[config.mk]
export PLATFORM = sky130hd
export DESIGN_NAME = ifetch_prefetch
export DESIGN_NICKNAME = d
export VERILOG_FILES = /design/src/rtl/bexkat1_pkg.sv /design/src/rtl/prefetch_fifo.sv /design/src/rtl/ifetch_prefetch.sv
export SDC_FILE = /design/constraint.sdc
export NUM_CORES = 1
export LEC_CHECK = 0
export CORE_UTILIZATION = 50
export DETAILED_ROUTE_END_ITERATION = 8
export PLACE_DENSITY_LB_ADDON = 0.3
export SLEW_MARGIN = 15
export SYNTH_ARGS = -nofsm -noshare
export SYNTH_HDL_FRONTEND = slang
export SYNTH_HIERARCHICAL = 1
export SYNTH_SLANG_ARGS = --single-unit
[constraint.sdc]
create_clock -name clk_i -period 3.6 [get_ports clk_i]
set_clock_uncertainty 0.05 [all_clocks]
set_input_delay 0.36 -clock clk_i [delete_from_list [all_inputs] [get_ports clk_i]]
set_output_delay 0.36 -clock clk_i [all_outputs]
set_load 0.05 [all_outputs]
[src/rtl/bexkat1_pkg.sv]
// bexkat1 shared fetch definitions.
// Widths, IR encoding helpers and fetch FSM states.
package bexkat1_pkg;

  localparam int unsigned WORD_W = 32;
  localparam int unsigned IR_W = 64;
  localparam int unsigned INSN_LONG_BIT = 0;
  localparam logic [IR_W-1:0] IR_NOP = '0;

  typedef enum logic [1:0] {
    IDLE,
    REQ,
    DISCARD
  } fetch_state_e;

  function automatic logic insn_is_long(
    input logic [WORD_W-1:0] w
  );
    return w[INSN_LONG_BIT];
  endfunction

endpackage

[src/rtl/prefetch_fifo.sv]
// Word FIFO for the instruction prefetcher.
// Exposes the two oldest words so a long insn can pop both at once.
module prefetch_fifo
  import bexkat1_pkg::*;
#(
  parameter int unsigned DEPTH = 4,
  localparam int unsigned AW = $clog2(DEPTH),
  localparam int unsigned CW = AW + 1
) (
  input  logic              clk_i,
  input  logic              rst_ni,
  input  logic              flush_i,
  input  logic              push_i,
  input  logic [WORD_W-1:0] wdata_i,
  input  logic              pop1_i,
  input  logic              pop2_i,
  output logic [CW-1:0]     count_o,
  output logic [WORD_W-1:0] head0_o,
  output logic [WORD_W-1:0] head1_o
);

  logic [WORD_W-1:0] mem_q [DEPTH];
  logic [AW-1:0]     rd_q;
  logic [AW-1:0]     wr_q;
  logic [AW-1:0]     rd_nx;
  logic [CW-1:0]     cnt_q;
  logic [CW-1:0]     npop;

  assign rd_nx = rd_q + AW'(1);
  assign head0_o = mem_q[rd_q];
  assign head1_o = mem_q[rd_nx];
  assign count_o = cnt_q;
  assign npop = pop2_i ? CW'(2) :
                pop1_i ? CW'(1) : '0;

  always_ff @(posedge clk_i) begin
    if (push_i && !flush_i) begin
      mem_q[wr_q] <= wdata_i;
    end
  end

  always_ff @(posedge clk_i or negedge rst_ni) begin
    if (!rst_ni) begin
      rd_q  <= '0;
      wr_q  <= '0;
      cnt_q <= '0;
    end else if (flush_i) begin
      rd_q  <= '0;
      wr_q  <= '0;
      cnt_q <= '0;
    end else begin
      if (push_i) begin
        wr_q <= wr_q + AW'(1);
      end
      rd_q  <= rd_q + npop[AW-1:0];
      cnt_q <= cnt_q + CW'(push_i) - npop;
    end
  end

endmodule

[src/rtl/ifetch_prefetch.sv]
// bexkat1 instruction prefetch queue.
// Wishbone word reads into a FIFO, assembled into a 64-bit IR.
module ifetch_prefetch
  import bexkat1_pkg::*;
#(
  parameter int unsigned DEPTH = 4,
  parameter logic [31:0] RESET_PC = 32'h0000_0000
) (
  input  logic              clk_i,
  input  logic              rst_i,
  input  logic              stall_i,
  input  logic              pc_set,
  input  logic [WORD_W-1:0] pc_in,
  output logic [IR_W-1:0]   ir,
  output logic [WORD_W-1:0] pc,
  output logic              valid,
  output logic              bus_cyc,
  output logic [WORD_W-1:0] bus_adr,
  input  logic              bus_ack,
  input  logic [WORD_W-1:0] bus_in
);

  localparam int unsigned CW = $clog2(DEPTH) + 1;

  fetch_state_e      st_q;
  logic [WORD_W-1:0] fetch_adr_q;
  logic [WORD_W-1:0] bus_adr_q;
  logic [WORD_W-1:0] head_pc_q;
  logic [WORD_W-1:0] pc_q;
  logic [IR_W-1:0]   ir_q;
  logic              valid_q;

  logic [CW-1:0]     cnt;
  logic [WORD_W-1:0] head0;
  logic [WORD_W-1:0] head1;
  logic [WORD_W-1:0] tgt;
  logic              is_long;
  logic              ready;
  logic              ld;
  logic              push;
  logic              pop1;
  logic              pop2;

  assign tgt = pc_in & ~32'h3;
  assign is_long = insn_is_long(head0);
  assign ready = (cnt != '0) &&
                 (!is_long || cnt >= CW'(2));
  assign ld = !pc_set && (!valid_q || !stall_i) && ready;
  assign pop1 = ld && !is_long;
  assign pop2 = ld && is_long;
  assign push = bus_ack && (st_q == REQ) && !pc_set;

  assign ir = ir_q;
  assign pc = pc_q;
  assign valid = valid_q;
  assign bus_cyc = (st_q != IDLE);
  assign bus_adr = bus_adr_q;

  prefetch_fifo #(
    .DEPTH(DEPTH)
  ) u_fifo (
    .clk_i  (clk_i),
    .rst_ni (rst_i),
    .flush_i(pc_set),
    .push_i (push),
    .wdata_i(bus_in),
    .pop1_i (pop1),
    .pop2_i (pop2),
    .count_o(cnt),
    .head0_o(head0),
    .head1_o(head1)
  );

  always_ff @(posedge clk_i or negedge rst_i) begin
    if (!rst_i) begin
      st_q        <= IDLE;
      fetch_adr_q <= RESET_PC;
      bus_adr_q   <= RESET_PC;
      head_pc_q   <= RESET_PC;
      pc_q        <= RESET_PC;
      ir_q        <= IR_NOP;
      valid_q     <= 1'b0;
    end else if (pc_set) begin
      fetch_adr_q <= tgt;
      head_pc_q   <= tgt;
      ir_q        <= IR_NOP;
      valid_q     <= 1'b0;
      // an in-flight read must finish; its data is owed to nobody
      unique case (st_q)
        IDLE: begin
          st_q      <= REQ;
          bus_adr_q <= tgt;
        end
        default: st_q <= bus_ack ? IDLE : DISCARD;
      endcase
    end else begin
      if (!valid_q || !stall_i) begin
        if (ready) begin
          ir_q      <= is_long ? {head1, head0}
                               : {32'h0, head0};
          pc_q      <= head_pc_q;
          head_pc_q <= head_pc_q +
                       (is_long ? 32'd8 : 32'd4);
          valid_q   <= 1'b1;
        end else begin
          ir_q    <= IR_NOP;
          valid_q <= 1'b0;
        end
      end
      unique case (st_q)
        IDLE: begin
          if (cnt < CW'(DEPTH)) begin
            st_q      <= REQ;
            bus_adr_q <= fetch_adr_q;
          end
        end
        REQ: begin
          if (bus_ack) begin
            st_q        <= IDLE;
            fetch_adr_q <= fetch_adr_q + 32'd4;
          end
        end
        DISCARD: begin
          if (bus_ack) begin
            st_q <= IDLE;
          end
        end
        default: st_q <= IDLE;
      endcase
    end
  end

endmodule

== After elaboration in Yosys (flattened, before gate mapping) ==
Memories as Yosys holds them, arrays and structs flattened.
Index checks and enable logic that the tools add are counted.

* Register bits: 202
* RAM bits: 128
* Input port bits: 69
* Output and inout bits: 130
* Logic and storage cells: 86
* Memories kept: 1

* Add/sub/neg operators: 7
* Order comparisons: 2
* Eq/ne operators: 4
* Muxes and demuxes: 32
* Bitwise logic cells: 1
* Reductions and logical operators: 29

{| class="wikitable"
|+ Memory list
! memory !! words !! bits a word !! rd ports !! clocked after memory_dff !! write ports !! RTL line !! text
|-
| u_fifo.mem_q || 4 || 32 || 2 || 0 || 1 || prefetch_fifo.sv:22 || <nowiki>logic [WORD_W-1:0] mem_q [DEPTH];</nowiki>
|}

{| class="wikitable"
|+ Operators with widths
! operator !! count
|-
| $mux W32 || 10
|-
| $mux W64 || 4
|-
| $add A32 B3 Y32 const B || 1
|-
| $add A32 B4 Y32 || 1
|-
| $mux W2 || 8
|-
| $reduce_bool A2 Y1 || 7
|-
| $logic_and A1 B1 Y1 || 8
|-
| $reduce_and A2 Y1 || 4
|-
| $mux W1 || 6
|-
| $mux W3 || 2
|-
| $add A2 B1 Y2 const B || 2
|-
| $logic_not A1 Y1 || 4
|-
| $mux W4 || 1
|-
| $pmux W2 S2 || 1
|-
| $add A3 B1 Y3 || 1
|-
| $ge A3 B2 Y1 const B || 1
|-
| $lt A3 B3 Y1 const B || 1
|-
| $ne A3 B1 Y1 const B || 1
|-
| $ne A3 B3 Y1 const B || 1
|-
| $reduce_and A3 Y1 || 1
|-
| $reduce_bool A3 Y1 || 1
|-
| $sub A3 B3 Y3 || 1
|-
| $add A2 B2 Y2 || 1
|-
| $eq A2 B1 Y1 const B || 1
|-
| other kinds (5) || 6
|}

== Longest topological paths before layout ==
An unclocked memory read counts as a cell.

* Depth after elaboration: 10
* Gate-level depth with buffers: 15
* Depth with buffers taken out: 12

== Hierarchy ==
Netlist, hierarchy kept.

{| class="wikitable"
|+ By module, submodules not included
! module !! instances !! cells each !! area an instance (um^2) !! seq. area each (um^2)
|-
| ifetch_prefetch || 1 || 702 || 8,439.3 || 4,704.5
|-
| prefetch_fifo || 1 || 246 || 5,923.2 || 4,018.9
|}

== Worst setup path before layout ==
Ideal clock, no wire load.

* Path kind: register to register
* Start: reg u_fifo.rd_q[0]
* End: reg u_fifo.cnt_q[2], in the netlist u_fifo/count_o[2]
* Library setup time: 0.114 ns
* Arrival time: 3.365 ns
* Required time: 3.436 ns
* Setup slack: 0.071 ns
* Cell stages (with the launch flop): 16
* Path buffers: 3
* Period minus slack after synthesis: 3.529 ns
* Cells stage by stage: dfrtp_1 buf_6 buf_12 mux4_2 nor2b_1 o31ai_2 nor3_2 clkbuf_1 nor2b_1 ha_1 inv_1 ha_1 inv_1 fa_1 xnor3_1 nor2_1

* Elaborated cells between the ends (all ways): 11
* Those cells by class: add/sub: 1; mux: 3; reduce/logical: 6; memory: 1

{| class="wikitable"
|+ RTL lines
! element !! RTL line !! text
|-
| start, declared || prefetch_fifo.sv:23 || <nowiki>logic [AW-1:0] rd_q;</nowiki>
|-
| start signal, assigned || prefetch_fifo.sv:55 || <nowiki>rd_q <= rd_q + npop[AW-1:0];</nowiki>
|-
| $mem_v2 Z4 W32 (*) || n/a ||
|-
| named net head0[0] || ifetch_prefetch.sv:34 || <nowiki>logic [WORD_W-1:0] head0;</nowiki>
|-
| $logic_not A1 Y1 || ifetch_prefetch.sv:47 || <nowiki>(!is_long || cnt >= CW'(2));</nowiki>
|-
| $logic_or A1 B1 Y1 || ifetch_prefetch.sv:47 ||
|-
| $logic_and A1 B1 Y1 || ifetch_prefetch.sv:46 || <nowiki>assign ready = (cnt != '0) &&</nowiki>
|-
| $logic_and A1 B1 Y1 || ifetch_prefetch.sv:48 || <nowiki>assign ld = !pc_set && (!valid_q || !stall_i) && ready;</nowiki>
|-
| $logic_and A1 B1 Y1 (*) || ifetch_prefetch.sv:50 || <nowiki>assign pop2 = ld && is_long;</nowiki>
|-
| named net pop2 || ifetch_prefetch.sv:42 || <nowiki>logic pop2;</nowiki>
|-
| $mux W3 (*) || prefetch_fifo.sv:33 || <nowiki>assign npop = pop2_i ? CW'(2) :</nowiki>
|-
| $sub A3 B3 Y3 (*) || prefetch_fifo.sv:56 || <nowiki>cnt_q <= cnt_q + CW'(push_i) - npop;</nowiki>
|-
| $mux W3 (*) || prefetch_fifo.sv:47 || <nowiki>end else if (flush_i) begin</nowiki>
|-
| end signal, assigned || prefetch_fifo.sv:56 ||
|-
| end, declared || prefetch_fifo.sv:26 || <nowiki>logic [CW-1:0] cnt_q;</nowiki>
|}

The timed path passes the listed nets; every way through them passes the cells marked *.
A chain may end at the register's enable or synchronous reset.

== Final worst setup path ==
* Start: reg u_fifo.rd_q[0]
* End: reg head_pc_q[30]

* Word-level cells in the longest chain between the ends: 6
* Elaborated cells between the ends (all ways): 11
* Those cells by class: add/sub: 1; mux: 4; reduce/logical: 5; memory: 1

{| class="wikitable"
|+ RTL lines
! element !! RTL line !! text
|-
| $mem_v2 Z4 W32 (*) || n/a ||
|-
| named net head0[0] || ifetch_prefetch.sv:34 ||
|-
| $mux W4 / $logic_not A1 Y1 (equally long branches) || ifetch_prefetch.sv:103, ifetch_prefetch.sv:47 ||
|-
| $add A32 B4 Y32 / $logic_or A1 B1 Y1 (equally long branches) || ifetch_prefetch.sv:102, ifetch_prefetch.sv:47 ||
|-
| $mux W32 / $logic_and A1 B1 Y1 (equally long branches) || ifetch_prefetch.sv:98, ifetch_prefetch.sv:46 ||
|-
| $mux W32 / $reduce_bool A2 Y1 (equally long branches) || n/a ||
|-
| $mux W32 / $reduce_and A2 Y1 (equally long branches) || n/a ||
|-
| end signal, assigned || ifetch_prefetch.sv:85 || <nowiki>head_pc_q <= tgt;</nowiki>
|-
| end signal, assigned || ifetch_prefetch.sv:102 || <nowiki>head_pc_q <= head_pc_q +</nowiki>
|-
| end, declared || ifetch_prefetch.sv:28 || <nowiki>logic [WORD_W-1:0] head_pc_q;</nowiki>
|}

The timed path passes the listed nets; every way through them passes the cells marked *. The select of a mux whose other input is x is not followed.

==> results.md <==
- Share of cells above drive strength 1: 0.193
- DP HPWL: 20.6 mm
- Die width: 171 µm
- Ports: between 150 and 200
- RSZ-0062 raised after global routing: false
- Status: finished, final reports clean
- Nets: 1229
- Syn Area/Cell: 15.2 µm²
- Class of the worst hold path: in -> reg
- I/O Buffers: 194
- Pwr Total: 13.6 mW
- Seq/Total Area, Yosys: 0.607
- Final setup fails: 0
- Clock sink count: 323
- Ys Warns: 6
- Max-slew headroom: 0.248
- # DRC: 0
- Number of global-route vias before repair: just over 9000
- Startpoint types: flop
- Crit path top cell by count: inv_1
- Final Hold Vio Count: 0
- Crit path kind: reg -> reg
- Die Y: about 170 µm
- # diodes: 0
- GR Util All Layers: 0.221
- DR vias/cell: 5.62
- Grt total ovfl: 0
- Bufs and invs on worst path: 2
- CP peak stage delay: 0.58 ns
- Placed Area: 0.0166 mm²
- DR vias: between 8000 and 9000
- Cell Chain, Critical Path: mux4_2 -> inv_1 -> ha_1 -> inv_1 -> fa_1 -> a21oi_1 -> o311a_2 -> nand4_1 -> xnor2_1 -> mux2_2
- Synth-to-layout area growth: 24.1%
- Post-synth ARST share: 0.604
- Starting Density: 0.513
- Final Instance Area: 0.0178 mm²
- Fin Hold WS: 0.222 ns
- Initial DRC count: 555
- Largest net degree at the start of global routing: 99
- Synth Flop Type: dfrtp_1
- TNS Setup: 0 ns
- Critical path arrival: between 3 and 4 ns
- TritonCTS clock tree: yes
- Routability cong.: 0.859
- Max Buffers Root-to-Sink: 3
- Power per cell area: approximately 760 mW/mm²
- Critical Path End Type: flop
- Leak: ~6.9 nW
- Routed len/inst: 20.5 µm
- Post-synthesis register bit count: about 320
- EDFF count, synth: 128
- Pre-CTS WS: 0.193 ns
- Netlist cell types: 56
- FF/Latch Area: 0.00873 mm²
- Post-Synthesis Cell Area: 0.0144 mm²
- Worst-Skew Late Latency: 0.52 ns
- Number of routed nets with antenna violations: 0
- CP required: 3.94 ns
- Cell Rows: 61
- Die area: 0.0294 mm²
- Area taken by multi-input logic gates: 0.00525 mm²
- Post-layout min period: 3.25 ns
- H-Tree Depth: 2
- Reg clk slew, reported paths: approximately 0.060 ns
- Actual slew at the worst max-slew pin: 1.13 ns
- Post-Syn Instances: between 900 and 1000
- Setup WS post-layout: 0.346 ns
- Initial antenna violation count: 1
- Max-cap violations: 0
- Slowest CP cell: mux4_2
- CTS Buf Count: 34
- Root buffer cell: clkbuf_16
- Max FO, Critical Path: 12
- Critical path's top delay family: multiplexers
- Max VDD drop: between 0.0005 and 0.0006 V
- Layout fillers: 2119
- Pre-antenna DRT Iters: 5
- Final period utilization: 0.904
- Highest Clock Rate: 307 MHz
- Core region area: approximately 0.028 mm²
- WL final: 31.7 mm
- First-pass GRT wire length: between 50 and 60 mm
- Slew Limit Fails: 0
-- routing by layer --
metal,vias up,part of all wire,GRT usage
li1,4001,-,-
met1,4418,0.43,0.299
met2,251,0.49,0.369
met3,35,0.061,0.0442
met4,2,0.016,0.0532
met5,-,0.00041,0
-- cells in the mapped netlist (3+ instances only) --
library cell  count  area, µm²
mux4_2           60       1350
and4_1            5       43.8
nor3_1            5       25.0
inv_1            17       63.8
nand4_1          19        119
buf_2            16       80.1
nor2_1           22       82.6
o21ai_0          41        205
dfrtp_1         195       4880
o21a_1            3       22.5
a21oi_1          13       65.1
xor2_1           22        193
mux2_2           65        732
xnor2_1          28        245
a21boi_0          9       67.6
nand2b_1          6       37.5
clkbuf_1         26       97.6
buf_12            6        120
nand3_1          23        115
and3_1           20        125
mux2i_1          32        320
nor2b_1           5       31.3
buf_4             6       45.0
ha_1             13        163
nand2_1          49        184
mux4_1            4        105
and2_1            8       50.1
edfxtp_1        128       3840
a31oi_1           4       25.0
a22o_1           63        552
-- per-stage QoR --
stage,cells,utilization
after CTS,1549,0.637
after floorplan,949,-
after global placement,1486,0.594
after detailed placement,1486,0.594
after global routing,1549,0.637
final,1549,0.637
-- layout by cell type (no fill, tap or decap), types with 6 or more instances in the layout --
master / netlist / layout
o21ai_0: 41 / 41
a22o_1: 63 / 63
nand2b_1: 6 / 6
mux4_2: 60 / 60
clkinv_2: 0 / 6
mux2i_1: 32 / 32
clkbuf_16: 0 / 35
ha_1: 13 / 13
dfrtp_1: 195 / 193
nor2_1: 22 / 21
a21boi_0: 9 / 9
clkbuf_8: 0 / 8
buf_4: 6 / 20
and3_1: 20 / 20
nand2_1: 49 / 49
xnor2_1: 28 / 28
mux2_2: 65 / 65
inv_1: 17 / 16
nand3_1: 23 / 23
nand4_1: 19 / 19
xor2_1: 22 / 22
clkdlybuf4s50_1: 0 / 192
a21oi_1: 13 / 13
edfxtp_1: 128 / 128
-- sequential cells by signal (all words and copies together), names as in the netlist --
signal / cells
fetch_adr_q: 30
u_fifo/rd_q: 2
pc: 30
u_fifo/count_o: 3
u_fifo/wr_q: 2
head_pc_q: 30
st_q: 2
bus_adr: 31
valid: 1
u_fifo/mem_q: 128
ir: 64
-- worst paths after layout --
check,startpoint,end,slack [ns],depth (start not counted)
max,u_fifo/rd_q[0],head_pc_q[30],0.35,10
min,pc_set,u_fifo/rd_q[1],0.22,2
max reg2reg,u_fifo/rd_q[0],head_pc_q[30],0.35,10
min reg2reg,bus_adr[25],bus_adr[25],0.43,2
max in group asynchronous,rst_i,head_pc_q[13],2.09,3
min in group asynchronous,rst_i,bus_adr[1],0.47,2
-- power breakdown --
part | switching [mW] | internal, mW
clock network | 1.44 | 2.16
logic | 3.09 | 1.92
registers | 0.488 | 4.47
-- layout make-up --
| class | count | share of cell area |
|---|---|---|
| Tap cell | 378 | 0.0265 |
| Sequential cell | 323 | 0.490 |
| Multi-Input combinational cell | 552 | 0.295 |
| Inverter | 17 | 0.00358 |
| Clock inverter | 15 | 0.0101 |
| Clock buffer | 47 | 0.0556 |
| Timing Repair Buffer | 217 | 0.120 |
-- cells by family after synthesis --
kind of cell	synth area share
AND/OR/NAND/NOR	0.0669
flip-flops	0.607
multiplexers	0.175
other	0.000261
AO/OA/AOI/OAI	0.0727
buffers and inverters	0.0296
adder cells (fa/ha/maj)	0.0141
XOR/XNOR	0.0336
-- what timing repair did --
action,4_1_cts,5_1_grt
resized for setup,0,1
setup buffers,0,0
hold endpoints to repair,94,0
endpoints found under the setup margin,0,3
hold buffers,1,0
Note: power is estimated with default switching activity, not from simulation.
